**src/rtl/nes_joypad_pkg.sv**
```systemverilog
// Package nes_ctrl_pkg: shared definitions for the NES joypad emulation.
//   - BTN_* : bit positions of each button inside a controller report byte.
//   - btn_t : one controller report, 1 = pressed.
//   - dpad_filter() : cancels physically impossible opposing D-pad pairs.
package nes_ctrl_pkg;

  localparam int BTN_A      = 0;
  localparam int BTN_B      = 1;
  localparam int BTN_SELECT = 2;
  localparam int BTN_START  = 3;
  localparam int BTN_UP     = 4;
  localparam int BTN_DOWN   = 5;
  localparam int BTN_LEFT   = 6;
  localparam int BTN_RIGHT  = 7;

  typedef logic [7:0] btn_t;

  // Up+Down reads as neither, Left+Right reads as neither; other bits pass.
  function automatic btn_t dpad_filter(input btn_t b);
    btn_t r;
    r = b;
    if (b[BTN_UP] && b[BTN_DOWN]) begin
      r[BTN_UP]   = 1'b0;
      r[BTN_DOWN] = 1'b0;
    end else begin
      r[BTN_UP]   = b[BTN_UP];
      r[BTN_DOWN] = b[BTN_DOWN];
    end
    if (b[BTN_LEFT] && b[BTN_RIGHT]) begin
      r[BTN_LEFT]  = 1'b0;
      r[BTN_RIGHT] = 1'b0;
    end else begin
      r[BTN_LEFT]  = b[BTN_LEFT];
      r[BTN_RIGHT] = b[BTN_RIGHT];
    end
    return r;
  endfunction

endpackage

```
**src/rtl/nes_joypad_port.sv**
```systemverilog
// nes_joypad_port: one 4021-style controller shift register.
//   clk, rst_n      : clk_cpu and async active-low reset.
//   btn_i           : synchronised button byte (btn_t layout).
//   turbo_a_i/_b_i  : synchronised turbo enables for A and B.
//   turbo_phase_i   : shared turbo square wave from the top.
//   latch_i         : console latch; reloads continuously while high.
//   strobe_i        : read-clock pulse for this port.
//   data_o          : registered serial bit (sr[0]), 1 = pressed.
module nes_joypad_port
  import nes_ctrl_pkg::*;
#(
  parameter bit DPAD_FILTER = 1'b1
) (
  input  logic clk,
  input  logic rst_n,
  input  btn_t btn_i,
  input  logic turbo_a_i,
  input  logic turbo_b_i,
  input  logic turbo_phase_i,
  input  logic latch_i,
  input  logic strobe_i,
  output logic data_o
);

  btn_t turbo_btn_s;
  btn_t eff_btn_s;
  btn_t sr_d;
  btn_t sr_q;

  // Effective report: turbo OR on A/B, then optional opposing-direction filter.
  always_comb begin
    turbo_btn_s         = btn_i;
    turbo_btn_s[BTN_A]  = btn_i[BTN_A] | (turbo_a_i & turbo_phase_i);
    turbo_btn_s[BTN_B]  = btn_i[BTN_B] | (turbo_b_i & turbo_phase_i);
    if (DPAD_FILTER) begin
      eff_btn_s = dpad_filter(turbo_btn_s);
    end else begin
      eff_btn_s = turbo_btn_s;
    end
  end

  // Next shift-register value: latch beats strobe; ones fill in from the top.
  always_comb begin
    if (latch_i) begin
      sr_d = eff_btn_s;
    end else if (strobe_i) begin
      sr_d = {1'b1, sr_q[7:1]};
    end else begin
      sr_d = sr_q;
    end
  end

  // Shift-register state.
  always_ff @(posedge clk or negedge rst_n) begin
    if (!rst_n) begin
      sr_q <= 8'h00;
    end else begin
      sr_q <= sr_d;
    end
  end

  assign data_o = sr_q[0];

endmodule

```
**src/rtl/nes_joypad.sv**
```systemverilog
// nes_joypad: two emulated NES controllers on the console side.
//   clk, rst_n       : clk_cpu and async active-low reset.
//   ctrl_out[0]      : latch from the console (bit 1 ignored).
//   ctrl_strobe[1:0] : per-port read-clock pulses (bit 2 ignored).
//   ctrl_data[1:0]   : registered serial data per port, 1 = pressed.
//   btn0, btn1       : async button bytes, active-high.
//   turbo_a, turbo_b : async per-port turbo enables.
// Holds the input synchronisers, latch edge detector and turbo counter;
// the per-port datapath lives in nes_joypad_port.
module nes_joypad
  import nes_ctrl_pkg::*;
#(
  parameter int TURBO_PERIOD = 2,
  parameter bit DPAD_FILTER  = 1'b1,
  parameter int SYNC_STAGES  = 2
) (
  input  logic       clk,
  input  logic       rst_n,
  input  logic [1:0] ctrl_out,
  input  logic [2:0] ctrl_strobe,
  output logic [1:0] ctrl_data,
  input  logic [7:0] btn0,
  input  logic [7:0] btn1,
  input  logic [1:0] turbo_a,
  input  logic [1:0] turbo_b
);

  localparam int SW  = 20;
  localparam int TCW = (TURBO_PERIOD > 1) ? $clog2(TURBO_PERIOD) : 1;
  localparam logic [TCW-1:0] TCNT_MAX = TCW'(TURBO_PERIOD - 1);

  logic [SW-1:0]  raw_s;
  logic [SW-1:0]  sync_q [SYNC_STAGES];
  logic [SW-1:0]  synced_s;
  logic           latch_s;
  logic           latch_q;
  logic           latch_rise_s;
  logic [TCW-1:0] tcnt_d;
  logic [TCW-1:0] tcnt_q;
  logic           phase_d;
  logic           phase_q;
  logic           unused_s;

  assign raw_s    = {turbo_b, turbo_a, btn1, btn0};
  assign synced_s = sync_q[SYNC_STAGES-1];
  assign unused_s = ctrl_out[1] ^ ctrl_strobe[2];

  // Multi-flop synchroniser chain for all asynchronous board inputs.
  always_ff @(posedge clk or negedge rst_n) begin
    if (!rst_n) begin
      for (int i = 0; i < SYNC_STAGES; i++) begin
        sync_q[i] <= {SW{1'b0}};
      end
    end else begin
      sync_q[0] <= raw_s;
      for (int i = 1; i < SYNC_STAGES; i++) begin
        sync_q[i] <= sync_q[i-1];
      end
    end
  end

  // The latch comes from the console in clk_cpu, so it is used directly.
  assign latch_s      = ctrl_out[0];
  assign latch_rise_s = latch_s & ~latch_q;

  // Turbo counter: one count per latch rising edge, phase flips on wrap.
  always_comb begin
    tcnt_d  = tcnt_q;
    phase_d = phase_q;
    if (latch_rise_s) begin
      if (tcnt_q == TCNT_MAX) begin
        tcnt_d  = {TCW{1'b0}};
        phase_d = ~phase_q;
      end else begin
        tcnt_d  = tcnt_q + TCW'(1'b1);
        phase_d = phase_q;
      end
    end else begin
      tcnt_d  = tcnt_q;
      phase_d = phase_q;
    end
  end

  // Latch edge detector and turbo state.
  always_ff @(posedge clk or negedge rst_n) begin
    if (!rst_n) begin
      latch_q <= 1'b0;
      tcnt_q  <= {TCW{1'b0}};
      phase_q <= 1'b0;
    end else begin
      latch_q <= latch_s;
      tcnt_q  <= tcnt_d;
      phase_q <= phase_d;
    end
  end

  nes_joypad_port #(
    .DPAD_FILTER (DPAD_FILTER)
  ) u_port0 (
    .clk           (clk),
    .rst_n         (rst_n),
    .btn_i         (synced_s[7:0]),
    .turbo_a_i     (synced_s[16]),
    .turbo_b_i     (synced_s[18]),
    .turbo_phase_i (phase_q),
    .latch_i       (latch_s),
    .strobe_i      (ctrl_strobe[0]),
    .data_o        (ctrl_data[0])
  );

  nes_joypad_port #(
    .DPAD_FILTER (DPAD_FILTER)
  ) u_port1 (
    .clk           (clk),
    .rst_n         (rst_n),
    .btn_i         (synced_s[15:8]),
    .turbo_a_i     (synced_s[17]),
    .turbo_b_i     (synced_s[19]),
    .turbo_phase_i (phase_q),
    .latch_i       (latch_s),
    .strobe_i      (ctrl_strobe[1]),
    .data_o        (ctrl_data[1])
  );

endmodule

```
**config.mk**
```make
export PLATFORM = sky130hd
export DESIGN_NAME = nes_joypad
export DESIGN_NICKNAME = d
export VERILOG_FILES = /design/src/rtl/nes_joypad_pkg.sv /design/src/rtl/nes_joypad_port.sv /design/src/rtl/nes_joypad.sv
export SDC_FILE = /design/constraint.sdc
export NUM_CORES = 1
export LEC_CHECK = 0
export ABC_AREA = 1
export CORE_ASPECT_RATIO = 0.6
export CORE_MARGIN = 2
export CORE_UTILIZATION = 25
export DETAILED_ROUTE_END_ITERATION = 6
export GPL_TIMING_DRIVEN = 0
export REMOVE_ABC_BUFFERS = 1
export SYNTH_ARGS = -nofsm -noshare
export SYNTH_HDL_FRONTEND = slang
export SYNTH_SLANG_ARGS = --single-unit
```
**constraint.sdc**
```tcl
create_clock -name clk -period 0.8 [get_ports clk]
set_input_delay 0.24 -clock clk [delete_from_list [all_inputs] [get_ports clk]]
set_output_delay 0.24 -clock clk [all_outputs]
set_load 0.02 [all_outputs]
```
==> summary.txt <==
Clock tree
  • Clk sink count: 59
  • H-tree depth: 3
  • Cts bufs inserted: 9
  • CTS tree: yes
  • CTS Buffer Depth: 2
  • Clock Root Buffer: clkbuf_16
  • Clock Pin Slew Worst Setup and Hold Paths: 0.05 ns
  • Clk_lat worst skew: 0.32 ns

Synth
  • Post-Syn Instances: 171
  • Sequential area share after synthesis: 74.2%
  • Post-synth cell types: 15
  • Ranking of synthesized cells by area: dfrtp_1 74%, nand2_1 11%, nand3_1 3.3%
  • Top cell type's share of synthesized area: 74.2%
  • Mapped Area: 1990 sq um
  • Synthesized flop and latch total: 59
  • Top cell type by total area after synthesis: dfrtp_1
  • Synth Warn #: 0
  • Syn_area_per_cell: 11.6 sq um

Layout
  • # diodes: 0
  • Most frequent cells in the layout: 58 x dfrtp_1, 55 x nand2_1, 20 x clkdlybuf4s50_1
  • Final Util: 35.3%
  • Share of cells above drive strength 1: 19.2%
  • Nets@finish: 236
  • Final Non-Filler Cells: 322
  • FILL cells: 767
  • Most common cell after layout, fill and taps aside: dfrtp_1
  • P&R area growth vs syn: 38.0%

Place
  • Post-DP HPWL: 1.99 mm
  • GP Congestion: 0.708
  • PortBufs: 26
  • Post-Place Cells: 301
  • Setup WS pre-CTS: -1.68 ns

Critical path
  • CP max stage delay: 0.39 ns
  • Crit-path cells: buf_6
  • CP max stage cell: dfrtp_1
  • Critical path type: reg2out
  • Crit path max-delay family: flip-flops
  • Worst Path Required: 0.56 ns
  • Worst Setup Start Kind: register
  • Crit. End Element: primary output
  • CP bufs+invs: 1
  • R2r worst-path depth: 4
  • Worst EP arrival: 0.85 ns
  • Largest fanout on the critical path: 2
  • Crit. path cell count: 1

Die
  • Die area: 8720 sq um
  • Die height: 73.1 um
  • I/O pin total: 29
  • Initial core utilization: 25.6%
  • Die width: 119 um
  • Core region area: 7790 sq um
  • # rows: 25

Detailed routing
  • Initial DRC Count: 38
  • Vias per cell: 3.80
  • Final wirelength: 3.14 mm
  • Drt pass-1 iters: 4
  • DRC violations left: 0
  • Drt wl/cell: 9.74 um
  • Via count: 1225
  • Final ANT Viol Nets: 0

Timing
  • Slew @ Worst Pin: 0.466 ns
  • Clk_skew: 0.00508 ns
  • RSZ-0062 raised after global routing: true
  • Hold Vio Cnt, Final: 20
  • Period minus WS final: 1.09 ns
  • TNS Setup: -0.561 ns
  • Final Max Tran Viols: 0
  • Fin crit share: 136%
  • Endpoints failing setup: 2
  • Worst relative slew slack: 68.9%
  • Final worst slack: -0.287 ns
  • Fmax: 920 MHz
  • Hold Slack: -0.129 ns

Global route
  • First-pass GRT wire length: 5.43 mm
  • Initial antenna violation count: 0
  • Largest net degree at the start of global routing: 40
  • Grt ovf: 0
  • GR Util met2: 12.5%
  • Met1 usage: 10.4%
  • Total GRT Usage: 8.52%
  • Most Crowded Layer GR: met2
  • GR Layer Usage met3: 5.39%
  • Vias in the first global route: 1182

Outcome
  • Violated checks: negative hold slack, negative setup slack
  • Run status: complete, but fails checks

Power
  • Max VDD drop: 993 uV
  • LEAKAGE: 1.29 nW
  • Pwr Density: 2890 nW/um^2

Min path
  • Min-Delay Path Class: in2async

Flow run
  • Max-cap viol count: 0
cells by family after synthesis:
| family | share of synthesized area (%) |
|---|---|
| DFF | 74.2 |
| AOI/OAI and AO/OA | 2.01 |
| and+or+nand+nor | 18.7 |
| buffers and inverters | 5.15 |
per-stage QoR:
stage	instance area, sq um	power [mW]
6_report	2750	7.93
5_1_grt	2750	8.30
4_1_cts	2720	8.04
3_5_place_dp	2350	3.92
3_3_place_gp	2340	3.90
2_1_floorplan	1940	3.59
worst paths after layout:
path,startpoint,to,slack [ns]
worst min-delay path,rst_n,sync_q[23],-0.13
max in group asynchronous,rst_n,phase_q,0.36
worst max register to register,phase_q,u_port0.sr_q[1],0
worst min register to register,sync_q[30],synced_s[10],0.34
worst max-delay path,u_port0.sr_q[0],ctrl_data[0],-0.29
min in group clk,ctrl_out[0],latch_q,0.13
power by group:
group          switching, mW  internal, mW  leakage (nW)  total, mW
clock network           1.29          2.71         0.147       3.99
logic                  0.302         0.279         0.444      0.581
registers              0.138          3.22         0.695       3.36
area by class of cell:
type | count | area (sq um) | share of cell area [%]
flip-flops and latches | 59 | 1480 | 53.8
multi-input cells | 93 | 444 | 16.2
repair buffers | 31 | 312 | 11.3
clock buffers | 9 | 225 | 8.20
well taps | 108 | 135 | 4.92
clock inverters | 7 | 92.6 | 3.37
inverters | 15 | 60.1 | 2.19
layer usage:
layer / part of all wire, % / routed length (um)
met4: 0.51 / 16
met3: 6.5 / 205
met5: 0 / 0
met1: 47 / 1480
met2: 46 / 1430
sequential cells by signal, indices dropped and copies added, names as in the netlist:
register      cells
sync_q           20
synced_s         20
u_port0.sr_q      8
u_port1.sr_q      8
latch_q           1
phase_q           1
tcnt_q            1
repair_timing:
| item | CTS | global route |
|---|---|---|
| gates cloned | 0 | 1 |
| setup endpoints to repair | 21 | 14 |
| pin swaps | 1 | 4 |
| resized for setup | 28 | 8 |
| buffers inserted | 4 | 0 |
| hold endpoints to repair | 20 | 20 |
Yosys cell counts:
master   count
buf_8        1
nand2_1     57
o21ai_0      3
o21ai_1      3
buf_6        1
inv_1       14
dfrtp_1     59
buf_2        1
buf_4        2
nor2_2       3
nand3_1     13
nor2_1       9
nor2_8       2
a21oi_1      2
inv_2        1
(Power assumes the default switching activity.)
